<file path="src/rtl/dmem_port_arbiter.sv">
// Two-master round-robin arbiter in front of a single-ported data memory.
// Generates byte enables, rejects misaligned accesses and aligns/extends load data.
module dmem_port_arbiter #(
  parameter int unsigned DATA_WIDTH = 32,
  parameter int unsigned ADDR_WIDTH = 32
) (
  input  logic                  i_clk,
  input  logic                  i_rst,
  // master 0: CPU MEM stage
  input  logic                  i_m0_req,
  input  logic                  i_m0_we,
  input  logic [1:0]            i_m0_size,
  input  logic                  i_m0_unsigned,
  input  logic [ADDR_WIDTH-1:0] i_m0_addr,
  input  logic [DATA_WIDTH-1:0] i_m0_wdata,
  output logic                  o_m0_gnt,
  output logic                  o_m0_err,
  output logic                  o_m0_rvalid,
  output logic [DATA_WIDTH-1:0] o_m0_rdata,
  // master 1: debug / DMA
  input  logic                  i_m1_req,
  input  logic                  i_m1_we,
  input  logic [1:0]            i_m1_size,
  input  logic                  i_m1_unsigned,
  input  logic [ADDR_WIDTH-1:0] i_m1_addr,
  input  logic [DATA_WIDTH-1:0] i_m1_wdata,
  output logic                  o_m1_gnt,
  output logic                  o_m1_err,
  output logic                  o_m1_rvalid,
  output logic [DATA_WIDTH-1:0] o_m1_rdata,
  // data memory
  output logic                  o_mem_rd,
  output logic                  o_mem_wr,
  output logic [ADDR_WIDTH-1:0] o_mem_addr,
  output logic [DATA_WIDTH-1:0] o_mem_wdata,
  output logic [3:0]            o_mem_byte_en,
  input  logic [DATA_WIDTH-1:0] i_mem_rdata
);

  localparam int unsigned SZ_W = 2;
  localparam int unsigned BE_W = 4;
  localparam logic [SZ_W-1:0] SZ_BYTE = 2'b00;
  localparam logic [SZ_W-1:0] SZ_HALF = 2'b01;
  localparam logic [SZ_W-1:0] SZ_WORD = 2'b10;

  typedef enum logic [1:0] {
    S_IDLE  = 2'd0,
    S_ISSUE = 2'd1,
    S_WAIT  = 2'd2,
    S_RESP  = 2'd3
  } state_t;

  state_t r_state;
  state_t w_state_nxt;
  logic   r_last_grant;

  // latched access of the current winner
  logic            r_id;
  logic            r_we;
  logic            r_unsigned;
  logic            r_illegal;
  logic [SZ_W-1:0] r_size;
  logic [1:0]      r_lane;

  // registered outputs
  logic                  r_m0_gnt;
  logic                  r_m0_err;
  logic                  r_m0_rvalid;
  logic [DATA_WIDTH-1:0] r_m0_rdata;
  logic                  r_m1_gnt;
  logic                  r_m1_err;
  logic                  r_m1_rvalid;
  logic [DATA_WIDTH-1:0] r_m1_rdata;
  logic                  r_mem_rd;
  logic                  r_mem_wr;
  logic [ADDR_WIDTH-1:0] r_mem_addr;
  logic [DATA_WIDTH-1:0] r_mem_wdata;
  logic [BE_W-1:0]       r_mem_byte_en;

  // arbitration and winner field selection
  logic                  w_any_req;
  logic                  w_win_id;
  logic                  w_win_we;
  logic                  w_win_unsigned;
  logic [SZ_W-1:0]       w_win_size;
  logic [ADDR_WIDTH-1:0] w_win_addr;
  logic [DATA_WIDTH-1:0] w_win_wdata;

  always_comb begin
    w_any_req      = i_m0_req | i_m1_req;
    w_win_id       = 1'b0;
    w_win_we       = i_m0_we;
    w_win_unsigned = i_m0_unsigned;
    w_win_size     = i_m0_size;
    w_win_addr     = i_m0_addr;
    w_win_wdata    = i_m0_wdata;
    if (i_m0_req && i_m1_req) begin
      w_win_id = ~r_last_grant;
    end else begin
      w_win_id = i_m1_req;
    end
    if (w_win_id) begin
      w_win_we       = i_m1_we;
      w_win_unsigned = i_m1_unsigned;
      w_win_size     = i_m1_size;
      w_win_addr     = i_m1_addr;
      w_win_wdata    = i_m1_wdata;
    end
  end

  // byte enables and alignment check for the winning access
  logic [BE_W-1:0] w_be;
  logic            w_illegal;

  always_comb begin
    w_be      = '0;
    w_illegal = 1'b0;
    case (w_win_size)
      SZ_BYTE: w_be = 4'b0001 << w_win_addr[1:0];
      SZ_HALF: begin
        w_be      = w_win_addr[1] ? 4'b1100 : 4'b0011;
        w_illegal = w_win_addr[0];
      end
      SZ_WORD: begin
        w_be      = 4'b1111;
        w_illegal = (w_win_addr[1:0] != 2'b00);
      end
      default: w_illegal = 1'b1;
    endcase
  end

  // next-state logic
  logic w_accept;
  logic w_issue_ok;

  always_comb begin
    w_state_nxt = r_state;
    w_accept    = 1'b0;
    case (r_state)
      S_IDLE: begin
        if (w_any_req) begin
          w_accept    = 1'b1;
          w_state_nxt = S_ISSUE;
        end
      end
      S_ISSUE: begin
        if (r_we || r_illegal) begin
          w_state_nxt = S_IDLE;
        end else begin
          w_state_nxt = S_WAIT;
        end
      end
      S_WAIT:  w_state_nxt = S_RESP;
      S_RESP:  w_state_nxt = S_IDLE;
      default: w_state_nxt = S_IDLE;
    endcase
    w_issue_ok = w_accept & ~w_illegal;
  end

  // lane extraction and sign/zero extension of the read data
  logic [7:0]            w_byte;
  logic [15:0]           w_half;
  logic [DATA_WIDTH-1:0] w_load_data;

  always_comb begin
    w_byte      = 8'h00;
    w_half      = i_mem_rdata[15:0];
    w_load_data = i_mem_rdata;
    case (r_lane)
      2'd0:    w_byte = i_mem_rdata[7:0];
      2'd1:    w_byte = i_mem_rdata[15:8];
      2'd2:    w_byte = i_mem_rdata[23:16];
      default: w_byte = i_mem_rdata[31:24];
    endcase
    if (r_lane[1]) begin
      w_half = i_mem_rdata[31:16];
    end
    case (r_size)
      SZ_BYTE: w_load_data = r_unsigned ? DATA_WIDTH'(w_byte)
                                        : {{(DATA_WIDTH-8){w_byte[7]}}, w_byte};
      SZ_HALF: w_load_data = r_unsigned ? DATA_WIDTH'(w_half)
                                        : {{(DATA_WIDTH-16){w_half[15]}}, w_half};
      default: w_load_data = i_mem_rdata;
    endcase
  end

  // state register
  always_ff @(posedge i_clk) begin
    if (i_rst) begin
      r_state      <= S_IDLE;
      r_last_grant <= 1'b1;
    end else begin
      r_state <= w_state_nxt;
      if (w_accept) begin
        r_last_grant <= w_win_id;
      end
    end
  end

  // datapath and output registers; outputs are computed one cycle ahead
  always_ff @(posedge i_clk) begin
    if (i_rst) begin
      r_id          <= 1'b0;
      r_we          <= 1'b0;
      r_unsigned    <= 1'b0;
      r_illegal     <= 1'b0;
      r_size        <= '0;
      r_lane        <= '0;
      r_m0_gnt      <= 1'b0;
      r_m0_err      <= 1'b0;
      r_m0_rvalid   <= 1'b0;
      r_m0_rdata    <= '0;
      r_m1_gnt      <= 1'b0;
      r_m1_err      <= 1'b0;
      r_m1_rvalid   <= 1'b0;
      r_m1_rdata    <= '0;
      r_mem_rd      <= 1'b0;
      r_mem_wr      <= 1'b0;
      r_mem_addr    <= '0;
      r_mem_wdata   <= '0;
      r_mem_byte_en <= '0;
    end else begin
      r_m0_gnt    <= w_accept & ~w_win_id;
      r_m1_gnt    <= w_accept & w_win_id;
      r_m0_err    <= w_accept & ~w_win_id & w_illegal;
      r_m1_err    <= w_accept & w_win_id & w_illegal;
      r_mem_rd    <= w_issue_ok & ~w_win_we;
      r_mem_wr    <= w_issue_ok & w_win_we;
      r_m0_rvalid <= (r_state == S_WAIT) & ~r_id;
      r_m1_rvalid <= (r_state == S_WAIT) & r_id;
      if (w_accept) begin
        r_id       <= w_win_id;
        r_we       <= w_win_we;
        r_unsigned <= w_win_unsigned;
        r_illegal  <= w_illegal;
        r_size     <= w_win_size;
        r_lane     <= w_win_addr[1:0];
      end
      // memory address/data only move on a real access so they hold otherwise
      if (w_issue_ok) begin
        r_mem_addr    <= w_win_addr;
        r_mem_wdata   <= w_win_wdata;
        r_mem_byte_en <= w_be;
      end
      if (r_state == S_WAIT) begin
        if (r_id) begin
          r_m1_rdata <= w_load_data;
        end else begin
          r_m0_rdata <= w_load_data;
        end
      end
    end
  end

  assign o_m0_gnt      = r_m0_gnt;
  assign o_m0_err      = r_m0_err;
  assign o_m0_rvalid   = r_m0_rvalid;
  assign o_m0_rdata    = r_m0_rdata;
  assign o_m1_gnt      = r_m1_gnt;
  assign o_m1_err      = r_m1_err;
  assign o_m1_rvalid   = r_m1_rvalid;
  assign o_m1_rdata    = r_m1_rdata;
  assign o_mem_rd      = r_mem_rd;
  assign o_mem_wr      = r_mem_wr;
  assign o_mem_addr    = r_mem_addr;
  assign o_mem_wdata   = r_mem_wdata;
  assign o_mem_byte_en = r_mem_byte_en;

endmodule
</file>
<file path="config.mk">
export PLATFORM = sky130hd
export DESIGN_NAME = dmem_port_arbiter
export DESIGN_NICKNAME = d
export VERILOG_FILES = /design/src/rtl/dmem_port_arbiter.sv
export SDC_FILE = /design/constraint.sdc
export NUM_CORES = 1
export LEC_CHECK = 0
export CORE_MARGIN = 1
export CORE_UTILIZATION = 43
export DETAILED_ROUTE_END_ITERATION = 16
export PLACE_DENSITY = 0.81
export SYNTH_ARGS = -nofsm -noshare
export SYNTH_HDL_FRONTEND = slang
export SYNTH_SLANG_ARGS = --single-unit
</file>
<file path="constraint.sdc">
create_clock -name i_clk -period 2.25 [get_ports i_clk]
set_input_delay 0.5625 -clock i_clk [delete_from_list [all_inputs] [get_ports i_clk]]
set_output_delay 0.5625 -clock i_clk [all_outputs]
set_load 0.02 [all_outputs]
</file>
==> metrics.csv, run 1 <==
metric,value,unit
status,"finished, final reports clean",
routed length per instance,18.0,um
CTS Buf Count,17,
Hold WC Path Type,reg2reg,
Sink Count,151,
final setup violation count,0,
register area share after synthesis,40.5,%
Post-CTS Setup Inserts,0,
Filler cells,1279,
WHS Path Cells,2,
root buffer cell,clkbuf_16,
Die Wd,134,um
PortBufs,311,
CP startpoint,i_mem_rdata[31],
H-tree depth,4,
Worst Path Arrival,2.37,ns
RSZ-0062 raised after global routing,false,
FF+latch area,3020,sq um
Max Freq,475,MHz
layout cell share with drive strength beyond 1,15.5,%
WP buf/inv,1,
CTS Buffer Depth,2,
"CTS clk-pin slew, worst paths",0.07,ns
met3 WL,1.63,mm
synth warn,0,
Diodes inserted,0,
Die Y,134,um
Final nets,1314,
Cell Rows,47,
MaxCap Viol Count,0,
GR Overflow Total,0,
Total Routing Usage GR,27.7,%
number of synthesized flops with an enable pin,0,
DIE AREA,17900,sq um
via count,7680,
Worst R2R Setup Slack,0.30,ns
Tightest Pin Transition,0.686,ns
critical path depth in cells,5,
area of the core,16800,sq um
DR top layer,met4,
worst skew pair latency,0.43,ns
"slowest stage delay, CP",0.64,ns
CTS tree,done,
reg2reg path depth,4,
DRC,0,
final WL,24.8,mm
DR iter-0 viols,509,
Final Hold Fails,0,
Slew Limit Fails,0,
Post-CTS Hold Buffers,0,
critical path class,in2reg,
Post-Synthesis Cell Area,7470,sq um
reg-to-reg startpoint,r_lane[0],
Fin Setup TNS,0,ns
Hold Path Origin,o_m1_rdata[5],
worst-path cell chain,clkdlybuf4s50_1 -> mux2i_1 -> o22ai_2 -> a211oi_4 -> a211oi_1,
ys async rst share,0,%
Multi-input gate area,3840,sq um
ys flop type,dfxtp_1,
Vias/cell,5.59,
IO Pins,312,
crit share post-route,93.5,%
met2 routed WL,12.1,mm
Starting Density,44.5,%
overall power,8310,uW
slowest CP cell,a211oi_4,
synth-to-layout area growth,57.9,%
gpl congestion,0.883,
LEAKAGE,0.00405,uW
#FFs+latches synth,151,
DRT Pass-1 Iters,5,
average cell area after synthesis,9.08,sq um
final setup margin,0.146,ns
DP Wirelength,18.3,mm
vias in the first global route,7420,
first-pass GRT wire length,39.0,mm
Critical Path End Type,flip-flop,
pwr dens,705,nW/um^2
Worst path top cell family by delay,compound AO/OA/AOI/OAI gates,
Place WS,-0.261,ns
worst vdd ir,0.667,mV
M1 WL,10.0,mm
cts repair resizes,0,
worst hold slack,0.456,ns
syn_nets,994,
"antenna viol nets, final",0,
Critical Path RT,2.52,ns
Cell variety after synth,52,
Tmin final,2.10,ns
initial antenna violation count,0,
largest net degree at the start of global routing,61,
Worst setup SP type,input pin,
relative slew slack,54.1,%
skew final,0.0104,ns
CP max FO,16,
synthesized instance count,822,
==> worst register-to-register path: stages, from the launching register on <==
cell	delay [ns]
dfxtp_1	0.48
mux2i_1	0.32
o22ai_2	0.18
a211oi_4	0.64
a211oi_1	0.18
==> routing by layer <==
metal / up-vias / GRT usage [%]
met1: 3591 / 32.5
met4: 0 / 13.3
met5: - / 0
li1: 3687 / -
met3: 75 / 6.70
met2: 327 / 47.1
==> kinds of logic (layout without fill, tap and decap cells) <==
family / count (synthesis) / count (layout) / share of synthesized area (%)
compound gates: 273 / 273 / 33.0
fa+ha+maj: 1 / 1 / 0.134
buf+inv: 146 / 479 / 8.28
flops: 151 / 151 / 40.5
mux: 13 / 13 / 1.88
simple gates: 238 / 238 / 16.2
==> synthesized netlist by cell type, drive strengths merged (3+ instances only) <==
| cell type | count | share of area, % |
|---|---|---|
| nor2 | 67 | 3.4 |
| a311oi | 19 | 2.2 |
| buf | 35 | 2.7 |
| nor2b | 11 | 0.92 |
| nand2 | 59 | 3.0 |
| nor3 | 11 | 0.89 |
| a21oi | 31 | 2.1 |
| a31oi | 4 | 0.34 |
| clkbuf | 45 | 2.3 |
| dfxtp | 151 | 40 |
| nand3 | 3 | 0.37 |
| a221oi | 64 | 12 |
| a211oi | 39 | 4.2 |
| nand2b | 75 | 6.3 |
| mux2 | 8 | 1.2 |
| mux2i | 5 | 0.67 |
| o21a | 3 | 0.30 |
| o32ai | 62 | 7.3 |
| inv | 66 | 3.3 |
| a32o | 7 | 0.94 |
| o21ai | 29 | 1.9 |
==> cell type report <==
class	instances	area share, %
tap	220	2.34
inverter	66	2.10
clock buffer	19	3.84
multi-input combinational	525	32.6
sequential	151	25.6
clock inverter	13	1.15
timing repair buffer	381	32.4
==> path summary, 6_finish.rpt <==
path                          to
setup / recovery  o_m0_rdata[29]
hold reg to reg    o_m1_rdata[5]
hold / removal     o_m1_rdata[5]
setup reg to reg  o_m0_rdata[29]
==> registers in the layout, summed over array words and instances, names as in the netlist, 2 cells and up, named ones only <==
| signal | flops |
|---|---|
| o_mem_byte_en | 4 |
| o_m1_rdata | 32 |
| r_size | 2 |
| o_mem_wdata | 32 |
| o_m0_rdata | 32 |
| r_lane | 2 |
| o_mem_addr | 32 |
==> cell usage in the layout (no fill, tap or decap), types with 3 or more instances in the layout <==
| cell type | n |
|---|---|
| a211oi_1 | 37 |
| a21oi_1 | 31 |
| a221oi_1 | 11 |
| a221oi_2 | 53 |
| a311oi_1 | 19 |
| a31oi_1 | 4 |
| a32o_1 | 7 |
| buf_12 | 14 |
| buf_4 | 56 |
| clkbuf_16 | 17 |
| clkdlybuf4s50_1 | 310 |
| clkinvlp_4 | 4 |
| dfxtp_1 | 151 |
| inv_1 | 66 |
| inv_6 | 4 |
| mux2_2 | 8 |
| mux2i_1 | 5 |
| nand2_1 | 57 |
| nand2b_1 | 75 |
| nor2_1 | 65 |
| nor2b_1 | 11 |
| nor3_1 | 10 |
| o21a_1 | 3 |
| o21ai_0 | 29 |
| o32ai_1 | 62 |
==> power breakdown <==
| group | total (uW) | switching, uW | internal [uW] |
|---|---|---|---|
| Combinational | 2440 | 1240 | 1200 |
| Clock | 2830 | 1210 | 1610 |
| Sequential | 3040 | 138 | 2910 |
==> stage by stage <==
step | cell area, sq um | util [%] | std cells
final | 11800 | 70.3 | 1375
after global routing | 11800 | 70.3 | 1375
after CTS | 11800 | 70.3 | 1375
after detailed placement | 11200 | 66.8 | 1343
after global placement | 11200 | 66.8 | 1343
after floorplan | 7470 | - | 822
(Power assumes the default switching activity.)
==> inputs of run 2 (changes only) <==
Settings changed: CORE_UTILIZATION 43 to 39, PLACE_DENSITY 0.81 to 0.77.
Clock period 2.25 ns to 1.93 ns, I/O delays scaled along.
==> run 2 against run 1 <==
Against the previous run: sequential cell count unchanged; first-iteration DRC count decreased by 4.3%; combinational power increased by 17%; critical path depth decreased by 4; clock skew increased by 0.0025 ns; die area increased by 10%; non-clock buffer count increased by 4; critical path type is now reg2out; critical endpoint is now o_m1_rdata[7]; largest cell class is now buffers; largest power group unchanged.
==> metrics.csv, run 2 (synthesis gave the netlist of run 1 again) <==
metric,value,unit,change
DRT Pass-1 Iters,7,,+2
skew final,0.0129,ns,+0.00254 ns
Vias/cell,5.52,,-1.1%
worst hold slack,0.452,ns,-0.00355 ns
Worst R2R Setup Slack,0.16,ns,-0.14 ns
"commonest non-fill, non-tap cell in the layout",clkdlybuf4s50_1,,
vias in the first global route,7357,,-0.85%
Tmin final,1.90,ns,
Placed Instance Area,11200,sq um,+0.11%
Worst setup SP type,flip-flop,,
first-pass GRT wire length,39.2,mm,+0.49%
Multi-input gate area,3860,sq um,+0.68%
worst vdd ir,0.608,mV,-8.8%
Slew Limit Fails,0,,unchanged
Sw Pwr,3040,uW,+17%
RSZ-0062 raised after global routing,false,,
Max Freq,527,MHz,
DR iter-0 viols,487,,-4.3%
Worst Path Arrival,1.42,ns,-0.95 ns
Switching Share,32.0,%,+0.75 points
largest net degree at the start of global routing,62,,+1.6%
MaxCap Viol Count,0,,unchanged
CTS Buffer Depth,2,,unchanged
H-tree depth,4,,unchanged
layout cell share with drive strength beyond 1,15.9,%,+0.38 points
Starting Density,39.9,%,-4.6 points
worst-path cell chain,clkdlybuf4s50_1,,
Final Util,63.3,%,-7.0 points
"antenna viol nets, final",0,,unchanged
status,"finished, final reports clean",,
Total Routing Usage GR,25.4,%,-2.3 points
final WL,25.1,mm,+1.5%
Die Wd,140,um,+4.9%
clock power share,32.6,%,-1.4 points
WP buf/inv,1,,unchanged
GR Overflow Total,0,,unchanged
FF+latch area,3020,sq um,unchanged
CTS Buf Count,17,,unchanged
gpl congestion,0.864,,-2.1%
IO Pins,312,,unchanged
most frequent cells in the layout,"298 x clkdlybuf4s50_1, 151 x dfxtp_1, 75 x nand2b_1",,
cell area after layout,11800,sq um,+0.50%
Cell Rows,50,,+6.4%
"CTS clk-pin slew, worst paths",0.07,ns,about the same
relative slew slack,66.4,%,+12 points
crit share post-route,98.4,%,
area of the core,18700,sq um,+12%
root buffer cell,clkbuf_16,,
Fin Setup TNS,0,ns,unchanged
"slowest stage delay, CP",0.66,ns,+0.02 ns
slowest CP cell,clkdlybuf4s50_1,,
Pint,6460,uW,+13%
LEAKAGE,0.00424,uW,+4.7%
DRC,0,,unchanged
Final nets,1318,,+0.30%
"non-filler cells, final",1394,,+1.4%
pwr dens,801,nW/um^2,+14%
via count,7701,,+0.27%
Filler cells,1546,,+21%
DP Wirelength,18.6,mm,+1.4%
Seq pwr share,37.4,%,+0.8 points
Sink Count,151,,unchanged
Post-CTS Hold Buffers,0,,unchanged
logic gate share of total power,30.1,%,+0.8 points
PortBufs,311,,unchanged
Die Y,140,um,+4.9%
critical path class,reg2out,,
CP max FO,2,,-14
CTS tree,done,,
worst skew pair latency,0.43,ns,about the same
Tightest Pin Transition,0.502,ns,-0.184 ns
Worst path top cell family by delay,buffers and inverters,,
Hold WC Path Type,reg2reg,,
Final Hold Fails,0,,unchanged
Critical Path RT,1.45,ns,-1.07 ns
initial antenna violation count,1,,+1
DIE AREA,19700,sq um,+10%
final setup violation count,0,,unchanged
Critical Path End Type,primary output,,
routed length per instance,18.0,um,+0.12%
synth-to-layout area growth,58.7,%,
cell total after placement,1358,,+1.1%
==> run 2: cell count changes in the layout (fill, tap and decap cells not counted), moves of 2 or more <==
cell,previous run,this run
clkinv_2,0,2
buf_4,56,60
clkbuf_8,2,0
clkdlybuf4s50_1,310,298
dlymetal6s2s_1,0,11
==> run 2: layer usage <==
layer  track usage [%]  wire, um  vias to the layer above
met2              43.9     12400                      338
met3              5.64      1650                       68
li1                  -         -                     3694
met1              29.2     10000                     3601
met5                 0         0                        -
met4              13.5      1090                        0
==> run 2: worst paths after layout <==
| check | startpoint | to | depth (start not counted) |
|---|---|---|---|
| max reg2reg | r_lane[1] | o_m0_rdata[1] | 5 |
| max | o_m1_rdata[7] | o_m1_rdata[7] | 1 |
| min reg2reg | o_m1_rdata[6] | o_m1_rdata[6] | 2 |
| min | o_m1_rdata[6] | o_m1_rdata[6] | 2 |
==> run 2: power groups by stage <==
stage,Combinational [uW],Sequential [uW],Clock (uW)
global route,3040,3580,3280
detailed placement,2820,3610,0
global placement,2790,3600,0
CTS,2840,3550,3140
floorplan,1210,3890,0
finish,2860,3550,3090
==> run 2: final cells by class <==
class	instances	area share [%]
clock inverter	14	0.972
timing repair buffer	385	32.7
inverter	66	2.09
sequential	151	25.5
tap	234	2.47
antenna	1	0.0211
clock buffer	18	3.62
multi-input combinational	525	32.6
==> run 2: stage by stage <==
stage / setup slack [ns] / total power, uW
after floorplan: 0.198 / 5090
after global placement: -0.611 / 6400
after detailed placement: -0.689 / 6430
after CTS: 0.00619 / 9530
after global routing: 0.00136 / 9900
final: 0.0308 / 9490
==> run 2: repair_timing <==
| item | CTS | global route |
|---|---|---|
| setup buffers | 0 | 3 |
| gates resized for setup | 3 | 13 |
| hold endpoints to repair | 0 | 0 |
| pin swaps | 0 | 3 |
| endpoints found under the setup margin | 17 | 44 |
==> inputs of run 3 (changes only) <==
Settings changed: GPL_TIMING_DRIVEN set to 0.
==> run 3 against run 2 <==
Against the previous run: the flow now finishes with violations (setup timing); register-to-register slack got worse by 0.08 ns; power rose by 0.99%; utilization fell by 0.13 points; non-clock buffer count rose by 12; cell area fell by 0.21%; wire length rose by 11%; cell count rose by 0.93%; first-iteration DRC count rose by 33%; critical path depth rose by 5; sequential share of layout area rose by 0.054 points; combinational power barely moved; count of clock-buffer cells in the layout rose by 3; largest power group unchanged; highest routed layer unchanged.
==> metrics.csv, run 3 (synthesis gave the netlist of run 1 again) <==
metric,value,unit,change
status,"complete, but fails checks",,
failing checks,setup timing,,
Pint,6530,uW,+1.1%
Total Routing Usage GR,27.7,%,+2.3 points
routed length per instance,19.8,um,+9.6%
initial antenna violation count,1,,unchanged
Fin Setup TNS,-0.00841,ns,-0.00841 ns
Hold WC Path Type,reg2reg,,
relative slew slack,53.3,%,-13 points
Critical Path RT,2.20,ns,+0.75 ns
WP buf/inv,2,,+1
DIE AREA,19700,sq um,unchanged
worst-path cell chain,clkdlybuf4s50_1 -> o21ai_1 -> nand2_2 -> clkbuf_2 -> o32ai_1 -> a221oi_2,,
CTS Buf Count,17,,unchanged
gpl congestion,0.891,,+3.1%
WHS Path Cells,2,,unchanged
reg-to-reg startpoint,r_lane[0],,
IO Pins,312,,unchanged
Max Freq,516,MHz,-2.0%
Critical Path End Type,flip-flop,,
largest net degree at the start of global routing,17,,-73%
"antenna viol nets, final",0,,unchanged
Sink Count,151,,unchanged
Die Wd,140,um,unchanged
"commonest non-fill, non-tap cell in the layout",clkdlybuf4s50_1,,
slowest CP cell,clkdlybuf4s50_1,,
Switching Share,31.9,%,-0.083 points
Slew Limit Fails,0,,unchanged
"slowest stage delay, CP",0.50,ns,-0.16 ns
Final Util,63.2,%,-0.13 points
pwr dens,811,nW/um^2,+1.2%
FF+latch area,3020,sq um,unchanged
CTS Buffer Depth,2,,unchanged
Hold Path Origin,o_m0_rdata[0],,
Final nets,1331,,+0.99%
first-pass GRT wire length,42.0,mm,+7.1%
DR iter-0 viols,646,,+33%
critical path class,in2reg,,
final WL,27.8,mm,+11%
CTS tree,done,,
Starting Density,39.9,%,unchanged
Multi-input gate area,4040,sq um,+4.5%
PortBufs,310,,-0.32%
Tightest Pin Transition,0.700,ns,+0.197 ns
layout cell share with drive strength beyond 1,17.2,%,+1.4 points
most frequent cells in the layout,"290 x clkdlybuf4s50_1, 151 x dfxtp_1, 74 x nand2b_1",,
"CTS clk-pin slew, worst paths",0.06,ns,about the same
Tmin final,1.94,ns,+0.0392 ns
vias in the first global route,7555,,+2.7%
overall power,9590,uW,+0.99%
Final Hold Fails,0,,unchanged
DP Wirelength,21.1,mm,+14%
DRC,0,,unchanged
final setup margin,-0.00841,ns,-0.0392 ns
root buffer cell,clkbuf_16,,
Worst Path Arrival,2.21,ns,+0.79 ns
crit share post-route,100,%,+2.0 points
worst skew pair latency,0.43,ns,about the same
Seq pwr share,37.2,%,-0.2 points
skew final,0.00932,ns,-0.00359 ns
Worst setup SP type,input pin,,
final setup violation count,1,,+1
Cell Rows,50,,unchanged
MaxCap Viol Count,0,,unchanged
reg2reg path depth,5,,unchanged
Hold Path End,o_m0_rdata[0],,
Die Y,140,um,unchanged
area of the core,18700,sq um,unchanged
GR Overflow Total,0,,unchanged
worst vdd ir,0.611,mV,+0.55%
synth-to-layout area growth,58.3,%,
reg2reg end,o_m0_rdata[21],,
via count,7887,,+2.4%
clock power share,32.9,%,+0.3 points
Filler cells,1556,,+0.65%
LEAKAGE,0.00428,uW,+0.85%
Sw Pwr,3060,uW,+0.73%
logic gate share of total power,29.9,%,-0.2 points
Worst R2R Setup Slack,0.08,ns,-0.08 ns
Vias/cell,5.61,,+1.5%
CP max FO,10,,+8
DRT Pass-1 Iters,5,,-2
Worst path top cell family by delay,buffers and inverters,,
H-tree depth,4,,unchanged
-- run 3: worst max-delay path by stage --
stage	startpoint	end	slack, ns	cells after the start
3_5_place_dp	i_m1_req	o_mem_wdata[13]	-0.86	7
2_1_floorplan	i_m0_addr[0]	o_mem_addr[2]	0.20	6
3_3_place_gp	i_m1_req	o_mem_addr[2]	-0.89	7
5_1_grt	i_m0_addr[1]	o_mem_addr[14]	-0.03	6
4_1_cts	i_m1_req	o_mem_addr[17]	0.001	7
6_report	i_m0_size[1]	o_mem_wdata[14]	-0.008	6
-- run 3: what timing repair did --
action / in CTS / in global routing
pin swaps: 1 / 3
resized for setup: 53 / 66
setup buffers: 4 / 4
gates cloned: 0 / 1
setup endpoints to repair: 113 / 130
hold buffers: 0 / 0
-- run 3: worst min-delay path: stages, from the launching register on --
cell and delay (ns):
dfxtp_1 0.31, nand2_1 0.05, a21oi_1 0.05
-- run 3: metrics by stage --
stage / hold slack [ns] / setup WS (ns) / cell area, sq um / std cells
4_1_cts: 0.458 / 0.00113 / 11600 / 1402
3_3_place_gp: 0.445 / -0.888 / 10900 / 1366
3_5_place_dp: 0.449 / -0.859 / 10900 / 1366
2_1_floorplan: 0.464 / 0.198 / 7470 / 822
6_report: 0.456 / -0.00841 / 11800 / 1407
5_1_grt: 0.470 / -0.0285 / 11800 / 1407
-- run 3: final cells by class --
class / instances / area share, %
Antenna cell: 1 / 0.0212
Buffer: 79 / 3.87
Clock buffer: 21 / 3.81
Clock inverter: 11 / 0.857
Inverter: 66 / 2.10
Multi-Input combinational cell: 526 / 34.2
Sequential cell: 151 / 25.6
Tap cell: 234 / 2.48
Timing Repair Buffer: 318 / 27.1
-- run 3: layer usage --
| metal | wire length (um) | global-route usage [%] | vias up |
|---|---|---|---|
| li1 | - | - | 3730 |
| met1 | 11200 | 33.3 | 3755 |
| met2 | 13800 | 48.0 | 343 |
| met3 | 1960 | 6.39 | 59 |
| met4 | 841 | 10.2 | 0 |
| met5 | 0 | 0 | - |
-- run 3: power groups by stage --
stage / sequential (uW) / clock (uW) / combinational [uW]
6_report: 3560 / 3150 / 2870
3_5_place_dp: 3620 / 0 / 2710
3_3_place_gp: 3620 / 0 / 2680
4_1_cts: 3560 / 3150 / 2800
2_1_floorplan: 3890 / 0 / 1210
5_1_grt: 3590 / 3300 / 3040
